## src/rtl/alu_serial_ctrl.sv

```systemverilog
// Bit-serial WIDTH-bit ALU (AND/OR/ADD/SLT slice semantics, a/b invert), one result bit per clock, LSB first.
// Latency: start accepted at edge E0, done pulses in the cycle after edge E(WIDTH+1) (WIDTH+2 edges inclusive).
// Backpressure: none; start is only sampled in IDLE, and a start seen while busy or in the done cycle is dropped.
//
// Ports:
//   clk, rst_n          rising-edge clock, asynchronous active-low reset
//   start               request strobe, sampled in IDLE only
//   a, b                WIDTH-bit operands, latched on the accepting edge
//   op                  {ainvert, binvert, ctl[1:0]}; ctl 0=AND 1=OR 2=ADD 3=SLT
//   busy                high from the accepting edge until the done cycle
//   done                one-cycle pulse when result/zero/cout/overflow are valid
//   result, zero        final result and its zero flag, held until the next accepted start
//   cout, overflow      carry out of MSB and signed overflow for ctl 2/3, else 0
module alu_serial_ctrl #(
   parameter int WIDTH = 64
) (
   input  logic             clk,
   input  logic             rst_n,
   input  logic             start,
   input  logic [WIDTH-1:0] a,
   input  logic [WIDTH-1:0] b,
   input  logic [3:0]       op,
   output logic             busy,
   output logic             done,
   output logic [WIDTH-1:0] result,
   output logic             zero,
   output logic             cout,
   output logic             overflow
);

   localparam int CW = (WIDTH > 1) ? $clog2(WIDTH) : 1;
   localparam logic [CW-1:0] LAST_BIT = CW'(WIDTH - 1);

   typedef enum logic [1:0] {
      S_IDLE = 2'd0,
      S_RUN  = 2'd1,
      S_FIX  = 2'd2,
      S_DONE = 2'd3
   } state_t;

   state_t           state;

   // Operands and operation captured at acceptance; later input changes are ignored.
   logic [WIDTH-1:0] a_q;
   logic [WIDTH-1:0] b_q;
   logic             ainv_q;
   logic             binv_q;
   logic [1:0]       ctl_q;

   logic [CW-1:0]    cnt;
   logic             carry;

   // Values captured while processing the MSB, consumed in FIX.
   logic             cin_msb;
   logic             sum_msb;
   logic             cout_msb;

   // Current slice signals
   logic             abit;
   logic             bbit;
   logic             sum_bit;
   logic             maj_bit;
   logic             r_bit;
   logic             arith;

   // FIX-stage signals
   logic             ovf_fix;
   logic [WIDTH-1:0] res_fix;

   always_comb begin
      abit    = a_q[cnt] ^ ainv_q;
      bbit    = b_q[cnt] ^ binv_q;
      sum_bit = abit ^ bbit ^ carry;
      maj_bit = (abit & bbit) | (abit & carry) | (bbit & carry);
      arith   = ctl_q[1];
      case (ctl_q)
         2'd0:    r_bit = abit & bbit;
         2'd1:    r_bit = abit | bbit;
         2'd2:    r_bit = sum_bit;
         default: r_bit = 1'b0;   // SLT: "less" input is 0 for every slice
      endcase
   end

   // Signed overflow is carry-in to MSB xor carry-out; SLT takes the
   // overflow-corrected sign of a'-b' into bit 0.
   always_comb begin
      ovf_fix = cin_msb ^ cout_msb;
      res_fix = result;
      if (ctl_q == 2'd3) begin
         res_fix[0] = sum_msb ^ ovf_fix;
      end
   end

   always_ff @(posedge clk or negedge rst_n) begin
      if (!rst_n) begin
         state    <= S_IDLE;
         a_q      <= '0;
         b_q      <= '0;
         ainv_q   <= 1'b0;
         binv_q   <= 1'b0;
         ctl_q    <= 2'd0;
         cnt      <= '0;
         carry    <= 1'b0;
         cin_msb  <= 1'b0;
         sum_msb  <= 1'b0;
         cout_msb <= 1'b0;
         busy     <= 1'b0;
         done     <= 1'b0;
         result   <= '0;
         zero     <= 1'b0;
         cout     <= 1'b0;
         overflow <= 1'b0;
      end else begin
         case (state)
            S_IDLE: begin
               done <= 1'b0;
               if (start) begin
                  a_q      <= a;
                  b_q      <= b;
                  ainv_q   <= op[3];
                  binv_q   <= op[2];
                  ctl_q    <= op[1:0];
                  cnt      <= '0;
                  // binvert doubles as carry-in so that a + ~b + 1 forms a - b
                  carry    <= op[2];
                  result   <= '0;
                  zero     <= 1'b0;
                  cout     <= 1'b0;
                  overflow <= 1'b0;
                  busy     <= 1'b1;
                  state    <= S_RUN;
               end
            end

            S_RUN: begin
               result[cnt] <= r_bit;
               if (arith) begin
                  carry <= maj_bit;
               end
               cnt <= cnt + 1'b1;
               if (cnt == LAST_BIT) begin
                  cin_msb  <= carry;
                  sum_msb  <= sum_bit;
                  cout_msb <= maj_bit;
                  state    <= S_FIX;
               end
            end

            S_FIX: begin
               result   <= res_fix;
               zero     <= (res_fix == '0);
               cout     <= arith & cout_msb;
               overflow <= arith & ovf_fix;
               busy     <= 1'b0;
               done     <= 1'b1;
               state    <= S_DONE;
            end

            S_DONE: begin
               // start is deliberately not sampled here
               done  <= 1'b0;
               state <= S_IDLE;
            end

            default: begin
               busy  <= 1'b0;
               done  <= 1'b0;
               state <= S_IDLE;
            end
         endcase
      end
   end

endmodule
```

## config.mk

```make
export PLATFORM = sky130hd
export DESIGN_NAME = alu_serial_ctrl
export DESIGN_NICKNAME = d
export VERILOG_FILES = /design/src/rtl/alu_serial_ctrl.sv
export SDC_FILE = /design/constraint.sdc
export NUM_CORES = 1
export LEC_CHECK = 0
export BUFFER_PORTS_ARGS = -buffer_cell sky130_fd_sc_hd__buf_4
export CORE_AREA = 5 5 166 168
export CTS_CLUSTER_DIAMETER = 50
export DETAILED_ROUTE_END_ITERATION = 10
export DIE_AREA = 0 0 171 173
export GPL_ROUTABILITY_DRIVEN = 0
export MAX_ROUTING_LAYER = met4
export SYNTH_ARGS = -nofsm -noshare
export SYNTH_HDL_FRONTEND = slang
export SYNTH_SLANG_ARGS = --single-unit
```

## constraint.sdc

```tcl
create_clock -name clk -period 4.7 [get_ports clk]
set_input_delay 0 -clock clk [delete_from_list [all_inputs] [get_ports clk]]
set_output_delay 0 -clock clk [all_outputs]
set_load 0.02 [all_outputs]
```

==> out/results.ini <==
[run_status]
status=finished clean

[grt]
grt_pass1_vias=8833
grt_max_degree=114
grt_usage=0.219
antenna_found_initial=1
grt-ovfl-total=0
grt_pass1_wl_um=50400

[die]
die_area_mm2=0.0296
fp.coreArea_mm2=0.0258
die_h_um=173
start_util=0.395
ios=204
die_x_um=171
placementRows=59

[finish]
area_delta_synth_final_pct=40.6
stdcell_count=1561
final_cell_area_mm2=0.0143
final_layout_size_suffix_gt1_frac=0.358
nNetsFinal=1346
mostFrequentLayoutCells=buf_4 (225), dfrtp_1 (211), mux2_2 (144)
final_common_cell=buf_4

[detailed_routing]
totalWireLength_um=32400
drt-pass1-iter-count=5
wl_per_cell_um=20.7
drtIter0Drc=634
drc=0
ant_nets=0
vias=8533
vias_per_cell=5.47

[setup_path]
path_class=reg -> reg
crit_chain=mux4_1 -> mux2_2 -> a221oi_2 -> and4bb_4 -> xnor2_1 -> fa_1 -> mux2i_1 -> o21ai_2 -> buf_4 -> nand3_1 -> nand2_1 -> a22o_1 -> a32o_1
crit_fanout=34
cp_slowest_cell=dfrtp_1
startpoint_type=flip-flop
crit_required_ns=5.13
rrSetupSlack_ns=0.52
worst-path-buf-inv=1
reg2reg_depth=13
slowest_delay_ns=0.71
worst_path_dominant_cell_family=multiplexers
reg2reg_to=result[0]$_DFFE_PN0P_
cp.arrival_ns=4.60
rr_startpoint=cnt[0]$_DFFE_PN0P_
endpoint_kind=flip-flop

[clock_tree]
clockBufferDepth=3
ctsRootBufferMaster=clkbuf_16
cts-htree-levels=1
clkSinkCount=213
cts_tree=built
cts_buffers=28
cts_setup_buffers=0
clk_pin_slew_ns=0.06
clk_latency_ns=0.54

[placement]
hpwl_um=22200
dp.cells=1374
place_area_mm2=0.0120
port_buffers=203

[logic_synthesis]
avgSynthCellArea_um2=11.6
ys.flop_type=dfrtp_1
synth_area_mm2=0.0102
synth_edf_count=0
synth_seq_cells=213
syn-num-nets=1020
yosysTopAreaCell=dfrtp_1
syn_inst=877
synthArstFlopShare=1.00
synthDistinctLibCells=55
yosys.area.top_type_share=0.524
ys.warnings.count=0
synth.area.top_cells=dfrtp_1 (52%), mux2_2 (16%), o21ai_0 (3.7%)
yosysSeqAreaShare=0.524

[power]
power_density_mw_per_mm2=294
seqPwrFrac=0.437
switching_share=0.225
p_int_uw=3250
irDropWorstVdd_mv=0.265
power_leakage_uw=0.00684
p_switching_uw=945
power_frac_clock=0.510
pwr-share-comb=0.054

[sta]
finalSetupTns_ns=0
fin_skew_ns=0.0109
slew_headroom=0.290
fmax_mhz=239
worst_slew_pin_slew_ns=1.06
finalCriticalPeriod_ns=4.18
post-route-period-util=0.889
hold_viol_final=0
finalSetupViolations=0
rsz0062_at_grt=no
finalMaxSlewViolations=0

[flow_run]
max-cap-violations=0

[min_path]
hold_class=in -> async

area by class of cell:
| class | count | area, µm² |
|---|---|---|
| Antenna cell | 1 | 2.50 |
| Clock buffer | 33 | 751 |
| Clock inverter | 19 | 193 |
| Fill cell | 2156 | 11500 |
| Inverter | 5 | 18.8 |
| Multi-Input combinational cell | 593 | 4500 |
| Sequential cell | 213 | 5330 |
| Tap cell | 335 | 419 |
| Timing Repair Buffer | 362 | 3080 |
routing by layer:
metal,global-route usage,routed length [µm],part of all wire,vias up
li1,-,-,-,3912
met1,0.295,14000,0.43,4231
met2,0.351,15500,0.48,346
met3,0.0370,2370,0.073,44
met4,0.0472,595,0.018,0
met5,-,0,0,-
synth_stat cells (all sizes together), types with 12 or more instances:
library cell and instances:
mux2i 37, a22o 15, dfrtp 213, nor3 39, nor2 43, a21oi 41, nand2 36, o21ai 80
mux2 144, nor4 19, nor2b 12, clkbuf 35, a31oi 19, a22oi 13, nand3 20, buf 31
state kept, by name, summed over array words and instances, names as in the netlist:
signal,flops
a_q,64
b_q,64
result,64
cnt,6
ctl_q,2
state,2
ainv_q,1
binv_q,1
busy,1
carry,1
cin_msb,1
cout,1
cout_msb,1
done,1
overflow,1
sum_msb,1
zero,1
how the worst max path moves through the flow:
stage	start	endpoint	slack, ns	depth (start not counted)
floorplan	cnt[0]$_DFFE_PN0P_	result[40]$_DFFE_PN0P_	1.14	12
global placement	cnt[0]$_DFFE_PN0P_	result[0]$_DFFE_PN0P_	0.58	13
detailed placement	cnt[0]$_DFFE_PN0P_	result[0]$_DFFE_PN0P_	0.51	13
CTS	cnt[0]$_DFFE_PN0P_	result[0]$_DFFE_PN0P_	0.51	13
global route	cnt[0]$_DFFE_PN0P_	result[0]$_DFFE_PN0P_	0.29	13
finish	cnt[0]$_DFFE_PN0P_	result[0]$_DFFE_PN0P_	0.52	13
stage by stage:
step / total power, µW / util / hold slack, ns / worst slack, ns
after global placement: 2000 / 0.466 / 0.209 / 0.578
after detailed placement: 2000 / 0.466 / 0.208 / 0.509
after floorplan: 1870 / - / -0.296 / 1.14
after global routing: 4330 / 0.555 / 0.236 / 0.287
after CTS: 4230 / 0.555 / 0.222 / 0.510
final: 4200 / 0.555 / 0.104 / 0.522
power groups by stage:
stage	logic [µW]	registers (µW)	clock network [µW]
after floorplan	1.38	1870	0
after global placement	136	1870	0
after detailed placement	135	1870	0
after CTS	224	1830	2170
after global routing	244	1830	2250
final	225	1830	2140
what timing repair did:
action / in CTS / in global routing
hold endpoints to repair: 245 / 0
resized for setup: 0 / 0
hold buffers: 134 / 0
cell families after synthesis:
group                      share of synthesized area
muxes                                          0.210
xor gates and xnor gates                     0.00590
and+or+nand+nor                               0.0989
AOI/OAI and AO/OA                              0.116
adders and majority gates                     0.0106
DFF                                            0.524
buffers and inverters                         0.0350
Power figures use the tool's default switching activity.
